[src/rtl/systolic_pkg.sv]
`default_nettype none
// ============================================================================
// Module      : systolic_pkg
// Description : Shared definitions for the systolic array control slice:
//               feed-sequencer FSM state encoding, default array dimension,
//               data width and FIFO read latency (used to size the drain).
// Revision    : 1.0 - initial release
// ============================================================================
package systolic_pkg;

    typedef enum logic [1:0] {
        ST_IDLE  = 2'd0,
        ST_FEED  = 2'd1,
        ST_DRAIN = 2'd2,
        ST_DONE  = 2'd3
    } state_t;

    localparam int DEFAULT_N       = 3;
    localparam int DATA_WIDTH      = 8;
    // Cycles from a FIFO read enable to data appearing at the array edge.
    localparam int FIFO_RD_LATENCY = 1;

endpackage
`default_nettype wire

[src/rtl/skew_enable_gen.sv]
`default_nettype none
// ============================================================================
// Module      : skew_enable_gen
// Description : Registered decode of the feed counter into an N-bit
//               diagonally skewed read-enable vector. Lane i is high while
//               i <= cnt < i+K during FEED.
// Ports       : clk      - clock
//               rstn     - asynchronous reset, active-high
//               feed_i   - next cycle is a FEED cycle
//               cnt_i    - next-cycle feed counter value
//               k_i      - next-cycle inner dimension K
//               en_o     - registered skewed enables (bit i -> FIFO i)
// Revision    : 1.0 - initial release
// ============================================================================
module skew_enable_gen #(
    parameter int N  = 3,
    parameter int KW = 8,
    parameter int CW = KW + $clog2(N) + 1
) (
    input  logic          clk,
    input  logic          rstn,
    input  logic          feed_i,
    input  logic [CW-1:0] cnt_i,
    input  logic [KW-1:0] k_i,
    output logic [N-1:0]  en_o
);

    logic [CW-1:0] k_ext;
    logic [N-1:0]  en_d;
    logic [N-1:0]  en_q;

    assign k_ext = {{(CW-KW){1'b0}}, k_i};

    for (genvar i = 0; i < N; i++) begin : g_lane
        // CW is wide enough that i+K never wraps for the largest K.
        assign en_d[i] = feed_i && (cnt_i >= CW'(i)) && (cnt_i < (CW'(i) + k_ext));
    end

    // Decoding the next-state counter keeps the enables registered while
    // still lining lane 0 up with the first FEED cycle.
    always_ff @(posedge clk or posedge rstn) begin
        if (rstn) begin
            en_q <= '0;
        end else begin
            en_q <= en_d;
        end
    end

    assign en_o = en_q;

endmodule
`default_nettype wire

[src/rtl/systolic_feed_sequencer.sv]
`default_nettype none
// ============================================================================
// Module      : systolic_feed_sequencer
// Description : Drives skewed row/column FIFO read enables for an NxN
//               systolic MAC array, waits the drain interval and pulses
//               done when all PE accumulators are final. Flags reads
//               issued to empty FIFOs (sticky until next accepted start).
// Ports       : clk, rstn (async, active-high)
//               start, k_len           - run request / inner dimension K
//               row_empty, col_empty   - FIFO empty flags
//               row_r_en, col_r_en     - skewed FIFO read enables
//               busy, done, underflow  - run status
// Revision    : 1.0 - initial release
// ============================================================================
module systolic_feed_sequencer
    import systolic_pkg::*;
#(
    parameter int N            = DEFAULT_N,
    parameter int KW           = 8,
    parameter int DRAIN_CYCLES = FIFO_RD_LATENCY + N
) (
    input  logic          clk,
    input  logic          rstn,
    input  logic          start,
    input  logic [KW-1:0] k_len,
    input  logic [N-1:0]  row_empty,
    input  logic [N-1:0]  col_empty,
    output logic [N-1:0]  row_r_en,
    output logic [N-1:0]  col_r_en,
    output logic          busy,
    output logic          done,
    output logic          underflow
);

    localparam int CW = KW + $clog2(N) + 1;

    state_t        state_q, state_d;
    logic [CW-1:0] cnt_q, cnt_d;      // feed counter, reused as drain counter
    logic [KW-1:0] k_q, k_d;
    logic          underflow_q, underflow_d;
    logic [CW-1:0] k_ext;
    logic          feed_last;
    logic          drain_last;
    logic          feed_d;

    assign k_ext      = {{(CW-KW){1'b0}}, k_q};
    assign feed_last  = (cnt_q + CW'(1)) == (k_ext + CW'(N-1));
    assign drain_last = cnt_q == CW'(DRAIN_CYCLES-1);

    always_comb begin
        state_d     = state_q;
        cnt_d       = cnt_q;
        k_d         = k_q;
        underflow_d = underflow_q | (|(row_r_en & row_empty)) | (|(col_r_en & col_empty));
        case (state_q)
            ST_IDLE: begin
                if (start) begin
                    k_d         = k_len;
                    cnt_d       = '0;
                    underflow_d = 1'b0;
                    state_d     = (k_len == '0) ? ST_DONE : ST_FEED;
                end
            end
            ST_FEED: begin
                if (feed_last) begin
                    cnt_d   = '0;
                    state_d = ST_DRAIN;
                end else begin
                    cnt_d = cnt_q + CW'(1);
                end
            end
            ST_DRAIN: begin
                if (drain_last) begin
                    cnt_d   = '0;
                    state_d = ST_DONE;
                end else begin
                    cnt_d = cnt_q + CW'(1);
                end
            end
            ST_DONE: begin
                state_d = ST_IDLE;
            end
            default: begin
                state_d = ST_IDLE;
            end
        endcase
    end

    always_ff @(posedge clk or posedge rstn) begin
        if (rstn) begin
            state_q     <= ST_IDLE;
            cnt_q       <= '0;
            k_q         <= '0;
            underflow_q <= 1'b0;
        end else begin
            state_q     <= state_d;
            cnt_q       <= cnt_d;
            k_q         <= k_d;
            underflow_q <= underflow_d;
        end
    end

    assign feed_d = (state_d == ST_FEED);

    skew_enable_gen #(.N(N), .KW(KW), .CW(CW)) u_row_en (
        .clk    (clk),
        .rstn   (rstn),
        .feed_i (feed_d),
        .cnt_i  (cnt_d),
        .k_i    (k_d),
        .en_o   (row_r_en)
    );

    skew_enable_gen #(.N(N), .KW(KW), .CW(CW)) u_col_en (
        .clk    (clk),
        .rstn   (rstn),
        .feed_i (feed_d),
        .cnt_i  (cnt_d),
        .k_i    (k_d),
        .en_o   (col_r_en)
    );

    assign busy      = (state_q != ST_IDLE);
    assign done      = (state_q == ST_DONE);
    assign underflow = underflow_q;

endmodule
`default_nettype wire

[config.mk]
export PLATFORM = sky130hd
export DESIGN_NAME = systolic_feed_sequencer
export DESIGN_NICKNAME = d
export VERILOG_FILES = /design/src/rtl/systolic_pkg.sv /design/src/rtl/skew_enable_gen.sv /design/src/rtl/systolic_feed_sequencer.sv
export SDC_FILE = /design/constraint.sdc
export NUM_CORES = 1
export LEC_CHECK = 0
export BUFFER_PORTS_ARGS = -buffer_cell sky130_fd_sc_hd__buf_2
export CORE_MARGIN = 2
export CORE_UTILIZATION = 50
export DETAILED_ROUTE_END_ITERATION = 8
export GPL_TIMING_DRIVEN = 0
export PLACE_DENSITY = 0.71
export SETUP_SLACK_MARGIN = 0.15
export SYNTH_ARGS = -nofsm -noshare
export SYNTH_HDL_FRONTEND = slang
export SYNTH_HIERARCHICAL = 1
export SYNTH_SLANG_ARGS = --single-unit
export TNS_END_PERCENT = 1
[constraint.sdc]
create_clock -name clk -period 3.4 [get_ports clk]
set_input_delay 0.68 -clock clk [delete_from_list [all_inputs] [get_ports clk]]
set_output_delay 0.68 -clock clk [all_outputs]
set_load 0.005 [all_outputs]
# Word-level counts from Yosys, hierarchy flattened
# Index checks and enable logic that the tools add are counted.
# totals
ram_bits,0
n_memories,0
register_bits,25
out_inout_bits,9
wordCells,49
romBits,0
latchBits,0
# classes
n_div,0
reduce_logical,11
n_mux,13
n_eq_ne,6
n_lt_le_gt_ge,6
bitwise,4
n_addsub,4
mul,0
n_shift,0
# ops
operator,n
two-way mux 11 bit,3
case mux 11 bit (3 select lines),1
"greater-or-equal comparator 11 x 1 -> 1 bit, second input constant",2
less-than comparator 11 bit,2
two-way mux 8 bit,2
"adder 11 x 1 -> 11 bit, second input constant",1
"equality test 11 x 2 -> 1 bit, second input constant",1
equality test 11 x 9 -> 1 bit,1
"greater-or-equal comparator 11 x 2 -> 1 bit, second input constant",1
less-than comparator 11 x 8 -> 1 bit,1
"adder 1 x 8 -> 9 bit, first input constant",1
"adder 2 x 8 -> 9 bit, first input constant",1
"adder 8 x 2 -> 9 bit, second input constant",1
zero test 8 bit,1
two-way mux 2 bit,4
case mux 2 bit (4 select lines),1
bitwise AND 3 bit,2
logical AND 1 bit,6
OR reduction 3 bit,2
"equality test 2 x 1 -> 1 bit, second input constant",2
"equality test 2 bit, second input constant",2
zero test 2 bit,1
two-way mux 1 bit,2
OR 1 bit,2
nonzero test 2 bit,1

# Logic depth before layout (Yosys ltp)
# logic_depth
word_depth,7
mapped_depth,15

# By module
# Netlist, hierarchy kept.
# by_module_without_submodules
mod,area_per_inst_um2,cells_each,instances
skew_enable_gen,854.6,106,2
systolic_feed_sequencer,1657.8,191,1

# Worst setup path before layout
# OpenSTA, ideal clock, no wires.
# synth_path
kind,register to register
startpoint,register cnt_q[1]
endpoint,register u_col_en.en_q[1] (netlist: u_col_en/en_o[1])
path_slack_ns,-0.013
path_stages_with_launch,14
path_buffers,0
arrival_ns,3.325
setup_ns,0.088
period_less_slack_ns,3.413
cell_sequence,dfrtp_1 -> ha_1 -> nand3_4 -> or3_1 -> and4_1 -> o22ai_1 -> nor4_4 -> o31ai_1 -> ha_1 -> a21oi_1 -> nor2_1 -> a211oi_1 -> o21ai_1 -> a41oi_1
# synth_via
elab_chain_cells,7
word_cells_on_any_way,15
classes_between,add/sub: 1; order compare: 2; eq/ne: 3; mux: 7; reduce/logical: 2
# synth_rtl
item,line_no,source
"start, declared",systolic_feed_sequencer.sv:38,"logic [CW-1:0] cnt_q, cnt_d;"
"start signal, assigned",systolic_feed_sequencer.sv:97,cnt_q <= cnt_d;
adder 11 x 1 -> 11 bit,"systolic_feed_sequencer.sv:47, systolic_feed_sequencer.sv:69, systolic_feed_sequencer.sv:77",
equality test 11 x 9 -> 1 bit,systolic_feed_sequencer.sv:47,assign feed_last = (cnt_q + CW'(1)) == (k_ext + CW'(N-1));
two-way mux 11 bit,systolic_feed_sequencer.sv:65,if (feed_last) begin
case mux 11 bit (3 select lines) *,systolic_feed_sequencer.sv:55,case (state_q)
named net cnt_d[4],systolic_feed_sequencer.sv:38,
greater-or-equal comparator 11 x 1 -> 1 bit,skew_enable_gen.sv:36,assign en_d[i] = feed_i && (cnt_i >= CW'(i)) && (cnt_i < (CW'(i) + k_ext));
logical AND 1 bit,skew_enable_gen.sv:36,
logical AND 1 bit *,skew_enable_gen.sv:36,
named net u_col_en.en_d[1],skew_enable_gen.sv:29,logic [N-1:0] en_d;
"end signal, assigned",skew_enable_gen.sv:45,en_q <= en_d;
"end, declared",skew_enable_gen.sv:30,logic [N-1:0] en_q;
# Mark *: on every way through the listed nets, which the timed path passes. The rest lies on a longest branch.

# Final worst setup path
# layout_path
startpoint,register k_q[2]
endpoint,register u_col_en.en_q[1] (netlist: u_col_en/en_o[1])
# layout_via
elab_chain_cells,7
word_cells_on_any_way,14
classes_between,add/sub: 2; order compare: 2; eq/ne: 2; mux: 6; reduce/logical: 2
# layout_rtl
item,line_no,source
"start, declared",systolic_feed_sequencer.sv:39,"logic [KW-1:0] k_q, k_d;"
"start signal, assigned",systolic_feed_sequencer.sv:98,k_q <= k_d;
adder 8 x 2 -> 9 bit *,systolic_feed_sequencer.sv:47,
equality test 11 x 9 -> 1 bit *,systolic_feed_sequencer.sv:47,
two-way mux 11 bit *,systolic_feed_sequencer.sv:65,
case mux 11 bit (3 select lines) *,systolic_feed_sequencer.sv:55,
named net cnt_d[7],systolic_feed_sequencer.sv:38,
greater-or-equal comparator 11 x 1 -> 1 bit,skew_enable_gen.sv:36,
logical AND 1 bit,skew_enable_gen.sv:36,
logical AND 1 bit *,skew_enable_gen.sv:36,
named net u_col_en.en_d[1],skew_enable_gen.sv:29,
# Marked as above.

==> metrics.md <==
| Metric | Value |
|---|---|
| Dpl cell area | 3610 sq um |
| First-pass GRT wire length | approximately 15000 um |
| Ant. Diodes | 0 |
| Fin crit period | ~3.4 ns |
| Mapped cell area | 3370 sq um |
| Vias | about 3500 |
| Max Clk Rate | between 200 and 300 MHz |
| Final count of negative-setup-slack endpoints | 1 |
| Commonest cells after routing, fill and taps aside | nand2_1 (44), ha_1 (37), buf_4 (35) |
| CTS Buf Count | 3 |
| Slew HR | 38.1% |
| Total Routing Usage GR | 25.8% |
| Number of global-route vias before repair | about 3300 |
| Port Buf Inserts | 25 |
| Final Instance Area | 4430 sq um |
| Mapped Cells | about 400 |
| Area grow syn2layout | 31.5% |
| Min-delay worst type | in -> async |
| Period Utilization, post-route | 101% |
| Most common cell after layout, fill and taps aside | nand2_1 |
| Clock Path Buffers | 2 |
| Syn. warnings | 6 |
| Clk slew on worst S/H paths | 0.09 ns |
| Gr ovfl total | 0 |
| Fin. Hold Viols | 0 |
| Die Y | 86.1 um |
| Synth Area per Inst | 8.35 sq um |
| Clk Tree Root Cell | clkbuf_8 |
| Routed len/inst | about 19 um |
| RSZ-0062 raised after global routing | true |
| CTS tree | built |
| Core ar. | approximately 6400 sq um |
| Synth area leader | dfrtp_1 |
| Share of cells above drive strength 1 | between 30% and 40% |
| Final worst slack | -0.0252 ns |
| Clock skew | approximately 0.0045 ns |
| Status | finished with violations |
| Required time of the critical path | around 3.5 ns |
| Via-to-Cell Ratio | ~6.4 |
| WL final | between 10000 and 15000 um |
| Netlist cell types | 52 |
| First-pass DRT Iterations | 7 |
| Initial antenna violation count | 0 |
| Signal arrival time at the worst endpoint | roughly 3.6 ns |
| Dpl hpwl | 6540 um |
| Synth top area cells | dfrtp_1 (21%), ha_1 (20%), xnor2_1 (8.3%) |
| Worst-skew pair later-pin latency | ~0.27 ns |
| Register area share after synthesis | 20.8% |
| Slew Limit Fails | 0 |
| Filler cells | between 400 and 500 |
| Synthesized net count | 474 |
| Core Rows | 29 |
| Worst-margin pin slew | roughly 0.9 ns |
| CP Class | reg -> reg |
| CTS HTree Levels | 1 |
| #FFs+latches synth | 28 |
| Failing checks | negative setup slack |
| Number of enable flip-flop cells after synthesis | 0 |
| Largest net degree at the start of global routing | 23 |
| Startpoint type of the worst setup path | register |
| Top_reg_cell synth | dfrtp_1 |
| Yosys top cell area share | 20.8% |
| DRT iter0 DRCs | around 280 |
| CP Capture Type | register |
| Synth async-reset ratio | 100% |
| Nets | approximately 540 |
| RD Place Congestion | 0.874 |
| MaxCap Viol Count | 0 |
| DR DRC count | 0 |
| Routed Antenna Nets | 0 |
| Die Width | 86.1 um |
| Boundary pin count | 26 |
| CTS Sinks | 28 |
| Die Area | approximately 7400 sq um |
| Crit-path max FO | 6 |
| Initial Util | between 50% and 60% |
## per-stage QoR
stage / utilization [%] / cells / worst slack (ns) / hold WS (ns) / setup TNS (ns)
2_1_floorplan: - / 403 / 0.154 / 0.434 / 0
5_1_grt: 68.9 / 547 / -0.174 / 0.266 / -0.543
3_5_place_dp: 56.2 / 505 / -0.653 / 0.568 / -3.36
3_3_place_gp: 56.1 / 505 / -0.900 / 0.557 / -5.10
4_1_cts: 61.7 / 523 / -0.0234 / 0.271 / -0.0537
6_report: 68.9 / 547 / -0.0252 / 0.273 / -0.0252
## metal layers
metal  vias up  track usage, %  share of wire, %
met5         -               0                 0
met4         0            8.37               2.5
met3        43            2.89               5.4
met2       157            46.4                52
met1      1672            32.0                40
li1       1621               -                 -
## synth_stat cells (all sizes together) (3+ instances only)
master and n:
nand2 45, nor4 15, o211ai 3, nand2b 8, nor3 4, o22ai 3
a22oi 5, xor2 6, ha 54, nand3 21, nand4 7, dfrtp 28
a21oi 28, and3 4, a211oi 4, buf 7, o21ai 27, a31oi 4
clkbuf 4, nor2 21, xnor2 32, nor2b 5, mux2 8, or3 4
o31ai 8, inv 25
## kinds of logic after synthesis
kind of cell | after synthesis | share of synthesized area (%)
flip-flops | 28 | 20.8
buffers and inverters | 36 | 4.57
multiplexers | 10 | 3.27
XOR/XNOR | 38 | 10.1
adder cells (fa/ha/maj) | 54 | 20.1
AND/OR/NAND/NOR | 139 | 22.9
AO/OA/AOI/OAI | 98 | 18.2
## area by class of cell
cell class                      count  area [sq um]  share of cell area [%]
Multi-Input combinational cell    341          3000                    67.8
Sequential cell                    28           702                    15.9
Timing Repair Buffer               61           415                    9.38
Tap cell                           77          96.3                    2.18
Inverter                           25          93.8                    2.12
Buffer                             11          62.6                    1.41
Clock buffer                        4          55.1                    1.24
## repair_timing
| item | in CTS | in global routing |
|---|---|---|
| cloned | 0 | 2 |
| pin swaps | 32 | 28 |
| hold buffers | 0 | 0 |
| resized for setup | 31 | 47 |
| setup endpoints to repair | 7 | 6 |
| setup buffers | 14 | 22 |
## flip-flops by register name, indices dropped and copies added, names as in the netlist
signal,cells
cnt_q,11
k_q,8
state_q,2
u_col_en/en_o,3
u_row_en/en_o,3
underflow,1
## worst max-delay path, stage by stage, from the launching register on
cell,delay [ns]
dfrtp_1,0.42
ha_2,0.21
xor2_2,0.14
or3_1,0.33
a221o_1,0.36
a32o_2,0.25
nor4_4,0.21
buf_6,0.22
buf_6,0.14
o31ai_4,0.12
buf_6,0.19
nor4_2,0.23
nand3_1,0.17
o211ai_1,0.24
a41oi_1,0.07
## final timing paths
check | startpoint | endpoint | slack [ns] | depth (start not counted)
setup / recovery | k_q[2] | u_col_en/en_o[1] | -0.03 | 14
hold / removal | rstn | u_col_en/en_o[0] | 0.27 | 2
setup reg to reg | k_q[2] | u_col_en/en_o[1] | -0.03 | 14
hold reg to reg | u_col_en/en_o[2] | underflow | 0.61 | 2
max in group asynchronous | rstn | cnt_q[1] | 2.25 | 2
min in group clk | u_col_en/en_o[2] | underflow | 0.61 | 2
Power is not shown: default switching activity piles up to over one toggle a cycle in this logic, so the estimate is an artifact.
